<file path="src/rtl/sixteen_bit_serial_subtractor_if.sv">
// Operand/result bundle for the digit-serial subtractor.
// The master side issues start and operands; the slave side returns status and results.
interface sixteen_bit_serial_subtractor_if #(
    parameter int WIDTH = 16
);
    logic             start;
    logic             bin;
    logic [WIDTH-1:0] a;
    logic [WIDTH-1:0] b;
    logic             busy;
    logic             done;
    logic [WIDTH-1:0] result;
    logic             overflow;
    logic             borrow_out;

    modport master (
        output start, bin, a, b,
        input  busy, done, result, overflow, borrow_out
    );

    modport slave (
        input  start, bin, a, b,
        output busy, done, result, overflow, borrow_out
    );
endinterface

</file>
<file path="src/rtl/sixteen_bit_serial_subtractor.sv">
// Digit-serial subtractor that computes a - b - bin, DIGIT bits per cycle, LSB first.
// Results publish only on entry to DONE and hold until the next DONE or reset.
module sixteen_bit_serial_subtractor #(
    parameter int WIDTH = 16,
    parameter int DIGIT = 4
) (
    input  logic                          clk,
    input  logic                          rst,
    sixteen_bit_serial_subtractor_if.slave bus
);
    localparam int N  = WIDTH / DIGIT;
    localparam int CW = (N > 1) ? $clog2(N) : 1;

    typedef enum logic [1:0] {IDLE, RUN, DONE} state_t;

    state_t                 state, state_nxt;
    logic [WIDTH-1:0]       a_sh, b_sh, res_q;
    logic [WIDTH-DIGIT-1:0] acc;
    logic [WIDTH-1:0]       res_fin;
    logic [DIGIT:0]         step;
    logic [CW-1:0]          cnt;
    logic                   brw, a_msb, b_msb, ovf_q, bout_q;
    logic                   last, accept;

    // Top bit of the widened difference is the borrow out of this digit.
    assign step    = {1'b0, a_sh[DIGIT-1:0]} - {1'b0, b_sh[DIGIT-1:0]}
                   - {{DIGIT{1'b0}}, brw};
    assign res_fin = {step[DIGIT-1:0], acc};
    assign last    = (cnt == CW'(N - 1));
    assign accept  = bus.start && (state == IDLE || state == DONE);

    always_comb begin
        state_nxt = state;
        case (state)
            IDLE:    if (bus.start) state_nxt = RUN;
            RUN:     if (last)      state_nxt = DONE;
            DONE:    state_nxt = bus.start ? RUN : IDLE;
            default: state_nxt = IDLE;
        endcase
    end

    always_ff @(posedge clk) begin
        if (rst) begin
            state  <= IDLE;
            a_sh   <= '0;
            b_sh   <= '0;
            acc    <= '0;
            brw    <= 1'b0;
            a_msb  <= 1'b0;
            b_msb  <= 1'b0;
            cnt    <= '0;
            res_q  <= '0;
            ovf_q  <= 1'b0;
            bout_q <= 1'b0;
        end else begin
            state <= state_nxt;
            if (accept) begin
                a_sh  <= bus.a;
                b_sh  <= bus.b;
                brw   <= bus.bin;
                a_msb <= bus.a[WIDTH-1];
                b_msb <= bus.b[WIDTH-1];
                cnt   <= '0;
            end else if (state == RUN) begin
                a_sh <= a_sh >> DIGIT;
                b_sh <= b_sh >> DIGIT;
                brw  <= step[DIGIT];
                acc  <= res_fin[WIDTH-1:DIGIT];
                cnt  <= cnt + CW'(1);
                if (last) begin
                    res_q  <= res_fin;
                    ovf_q  <= (a_msb != b_msb) && (res_fin[WIDTH-1] != a_msb);
                    bout_q <= step[DIGIT];
                end
            end
        end
    end

    assign bus.busy       = (state == RUN);
    assign bus.done       = (state == DONE);
    assign bus.result     = res_q;
    assign bus.overflow   = ovf_q;
    assign bus.borrow_out = bout_q;
endmodule

</file>
<file path="src/flat_wrapper.sv">
// flat-port wrapper written by rule: the top's interface ports become plain ports
module sixteen_bit_serial_subtractor_flat 
#(
    parameter int WIDTH = 16,
    parameter int DIGIT = 4
)
  (clk, rst, bus_start, bus_bin, bus_a, bus_b, bus_busy, bus_done, bus_result, bus_overflow, bus_borrow_out);
  sixteen_bit_serial_subtractor_if #(.WIDTH(WIDTH)) bus_i ();
  input  logic clk;
  input  logic rst;
  input wire logic [$bits(bus_i.start)-1:0] bus_start;
  input wire logic [$bits(bus_i.bin)-1:0] bus_bin;
  input wire logic [$bits(bus_i.a)-1:0] bus_a;
  input wire logic [$bits(bus_i.b)-1:0] bus_b;
  output wire logic [$bits(bus_i.busy)-1:0] bus_busy;
  output wire logic [$bits(bus_i.done)-1:0] bus_done;
  output wire logic [$bits(bus_i.result)-1:0] bus_result;
  output wire logic [$bits(bus_i.overflow)-1:0] bus_overflow;
  output wire logic [$bits(bus_i.borrow_out)-1:0] bus_borrow_out;
  assign bus_i.start = bus_start;
  assign bus_i.bin = bus_bin;
  assign bus_i.a = bus_a;
  assign bus_i.b = bus_b;
  assign bus_busy = bus_i.busy;
  assign bus_done = bus_i.done;
  assign bus_result = bus_i.result;
  assign bus_overflow = bus_i.overflow;
  assign bus_borrow_out = bus_i.borrow_out;
  sixteen_bit_serial_subtractor #(.WIDTH(WIDTH), .DIGIT(DIGIT)) u_core (.clk(clk), .rst(rst), .bus(bus_i));
endmodule
</file>
<file path="config.mk">
export PLATFORM = sky130hd
export DESIGN_NAME = sixteen_bit_serial_subtractor_flat
export DESIGN_NICKNAME = d
export VERILOG_FILES = /design/src/rtl/sixteen_bit_serial_subtractor_if.sv /design/src/rtl/sixteen_bit_serial_subtractor.sv /design/src/flat_wrapper.sv
export SDC_FILE = /design/constraint.sdc
export NUM_CORES = 1
export LEC_CHECK = 0
export CORE_MARGIN = 5
export CORE_UTILIZATION = 50
export CTS_CLUSTER_DIAMETER = 150
export DETAILED_ROUTE_END_ITERATION = 12
export PLACE_DENSITY = 0.79
export SYNTH_ARGS = -nofsm -noshare
export SYNTH_HDL_FRONTEND = slang
export SYNTH_SLANG_ARGS = --single-unit
</file>
<file path="constraint.sdc">
create_clock -name clk -period 5.22 [get_ports clk]
set_input_delay 0.522 -clock clk [delete_from_list [all_inputs] [get_ports clk]]
set_output_delay 0.522 -clock clk [all_outputs]
set_load 0.01 [all_outputs]
</file>
==> results.txt <==
* Fraction of registers with async set/reset: 0%
- Headroom to the max-slew limit came out at between 10% and 20%.
- After global routing, the most crowded layer is met2.
- Setup violations remaining at the end of the flow were counted as 0.
* Number of max-cap violations: 0
- 0 antenna diodes ended up in the layout.
- Subtracting the final worst setup slack from the clock period gives around 2800 ps.
* Iter 0 DRT Violations: roughly 120
- Before antenna repair, the detailed router went through 4 iterations.
- In the routed layout, each cell is associated on average with a via count of approximately 5.2.
- Clock buffers created by TritonCTS: 9
- Critical path capture point type: output pin
* Post-route DRC violation count: 0
- Counting every instance in the synthesized netlist gives between 300 and 400.
- Buffer depth of the longest clock path: 2
- Flip-flop and latch count after synthesis: approximately 70
- The cell sitting at the root of the clock tree is a clkbuf_8.
* Leak pwr: between 1 and 1.5 nW
- Row count: 26
- Timing would allow up to around 350 MHz.
- Worst min path class: flip-flop to flip-flop
- Yosys printed 0 warnings.
- After synthesis, flip-flops and latches occupy 51.0% of the total area.
* Post-CTS setup buffer count: 0
- Relative area change from synthesis to final layout: 27.2%
* Placeable core region: just over 5000 um2
* Chip height: ~84 um
* First-pass GRT wire length: 9680 um
- Kind of cell with the highest combined delay on the critical path: buffers and inverters
* Max Clock Skew: 6.96 ps
* Top cells by instance count after synthesis: nand2_1, dfxtp_1, a21oi_1, a22oi_1, nor2_1
- Summed over all failing endpoints, the final setup total negative slack is 0 ps.
- The synthesized design devotes to its leading area cell type around half of total area.
- The layout has roughly 450 filler cells.
- STA puts the critical path data arrival time at between 2000 and 2500 ps.
- The congestion estimate from routability-driven global placement came to a little under 0.8.
* Sum of net half-perimeters after detailed placement: between 3000 and 4000 um
* Top cells by area, synth: dfxtp_1, nand2_1, a21oi_1
- TritonCTS built the clock tree.
* Kind of critical path: flip-flop to output pin
* Critical path startpoint category: flip-flop
* CP max-delay cell: clkdlybuf4s50_1
- The biggest area contributor in the post-synthesis netlist is dfxtp_1.
* Port Buffers: 55
- The die covers about 7000 um2.
- Measured along the x axis, the die boundary spans roughly 84 um.
- Overall routed net length: between 5000 and 6000 um
* Pin count of the biggest net entering global routing: 71
- Library cell with the highest instance count after synthesis: nand2_1
- Mapped Nets: about 370
- Ordered list of cells on the worst path: nand2b_1 > inv_2 > clkdlybuf4s50_1
- Syn Area/Cell: 8.47 um2
- Fraction of layout instances using a drive strength above 1: about 5.4%
- Vias in the first global route: about 2,300
- The count of nets left with antenna violations once routing finished came out at 0.
* Biggest fanout along the worst timing path: 45
- Outcome: finished clean
* Dominant synthesized flop cell: dfxtp_1
- RSZ-0062 raised after global routing: false
- Summing all placed instances gives a cell area of around 3300 um2.
- Pin placement for this block handled 56 I/O pins.
- Mapped cell area: 2710 um2
- Global routing consumed, over all layers together, about 17% of the routing resources.
* Global route overflow: 0
- Clock-pin slew was measured on the worst setup and hold paths at 70 ps.
* Final instance count without filler cells: 438
- For this design, the CTS-stage hold fixing added 0 buffers.
* Post-cts resize count: 0
- Of the available clock period, the critical path in the final layout requires around 55%.
- Once placement completed, the tool counted placed cells totaling between 400 and 500.
- Highest ir drop seen on vdd: ~0.19 mV
* Via count: 2,285
- The critical path contains buffers and inverters numbering 2 combined.
- The number of hold-slack violations in the final timing report was 0.
- At the worst endpoint, the required time is 4700 ps.
* Initial standard-cell utilization of the core: roughly 52%
- Largest stage delay on the critical path: 670 ps
* NumNets Final: 410
* DR WL/cell: around 13 um
- For the pin with the worst max-slew slack, the measured transition is approximately 1200 ps.
* Global-route met3 utilization: between 4 and 5%
- CTS saw around 70 sinks.
* Number of different library cells in the post-synthesis netlist: 27
- The finished cells cover 3450 um2.
- At the later pin of the worst-skew pair, clock insertion delay measures approximately 330 ps.
- EDFF count, synth: 0
- Final Max Slew Viols: 0
- Antenna violations before repair: 0
- Global routing used 19.3% of the available met1 tracks.
* GRT met2 Usage: 28.3%
- Number of H-tree levels: 3
- Power density of the placed cells: ~330 nW/um2
sequential cells by signal, summed over array words and instances (netlist names):
name,cells
u_core.a_msb,1
u_core.a_sh,16
u_core.acc,12
u_core.b_msb,1
u_core.b_sh,16
u_core.brw,1
u_core.bus.borrow_out,1
u_core.bus.overflow,1
u_core.bus.result,16
u_core.cnt,2
u_core.state,2
final timing paths:
kind	cells after the start	start	end	slack (ps)
max reg2reg	5	u_core.state[1]	u_core.brw	2590
min reg2reg	2	u_core.bus.result[5]	u_core.bus.result[5]	450
min	2	u_core.bus.result[5]	u_core.bus.result[5]	450
max	3	u_core.state[0]	bus_busy	2370
cell usage in the layout, fill, tap and decap left out, types with 2 or more instances in the layout:
cell type | Yosys | layout
clkbuf_8 | 0 | 10
dfxtp_1 | 69 | 69
nor2_1 | 17 | 16
fa_1 | 2 | 2
nand2_1 | 78 | 78
clkbuf_1 | 12 | 2
inv_1 | 11 | 11
nand3_1 | 2 | 2
clkdlybuf4s50_1 | 0 | 54
a21oi_1 | 53 | 53
ha_1 | 7 | 7
nand2b_1 | 4 | 4
nor3_1 | 2 | 2
a22oi_1 | 31 | 31
xnor2_1 | 4 | 4
buf_4 | 0 | 2
a211oi_1 | 5 | 5
metal layers:
| layer | routed length, um | part of all wire, % |
|---|---|---|
| met5 | 0 | 0 |
| met2 | 2690 | 48 |
| met1 | 2530 | 45 |
| met4 | 94 | 1.7 |
| met3 | 342 | 6.0 |
report_power, final:
| group | total (mW) | switching [mW] | internal [mW] |
|---|---|---|---|
| logic | 0.148 | 0.0795 | 0.0680 |
| clock network | 0.410 | 0.182 | 0.228 |
| registers | 0.567 | 0.0155 | 0.551 |
layout make-up:
class	count	area, um2	area share [%]
multi-input combinational	216	1190	34.6
sequential	69	1380	40.1
tap	70	87.6	2.54
timing repair buffer	57	561	16.3
inverter	12	45.0	1.31
clock buffer	12	145	4.21
clock inverter	2	35.0	1.02
logic make-up (layout without fill, tap and decap cells):
kind of cell    Yosys count  count (layout)  synth area share, %
simple gates            108             108                 16.2
compound gates           94              94                 21.3
flops                    69              69                 51.0
buf+inv                  35              83                 5.17
fa+ha+maj                 9               9                 4.71
xor+xnor                  4               4                 1.29
mux                       1               1                0.369
through the flow:
step / setup slack [ps] / hold WS [ps] / utilization (%) / power (mW)
floorplan: 3000 / 432 / - / 0.674
global placement: 2490 / 441 / 63.2 / 0.722
detailed placement: 2470 / 446 / 63.2 / 0.726
CTS: 2320 / 456 / 66.7 / 1.13
global route: 2150 / 468 / 66.7 / 1.17
finish: 2370 / 453 / 66.7 / 1.12
tightest hold or removal path: stages, from the launching register on:
cell     delay, ps
dfxtp_1        310
nand2_1         50
a21oi_1         50
No activity file was read; power rests on OpenSTA's default activity.
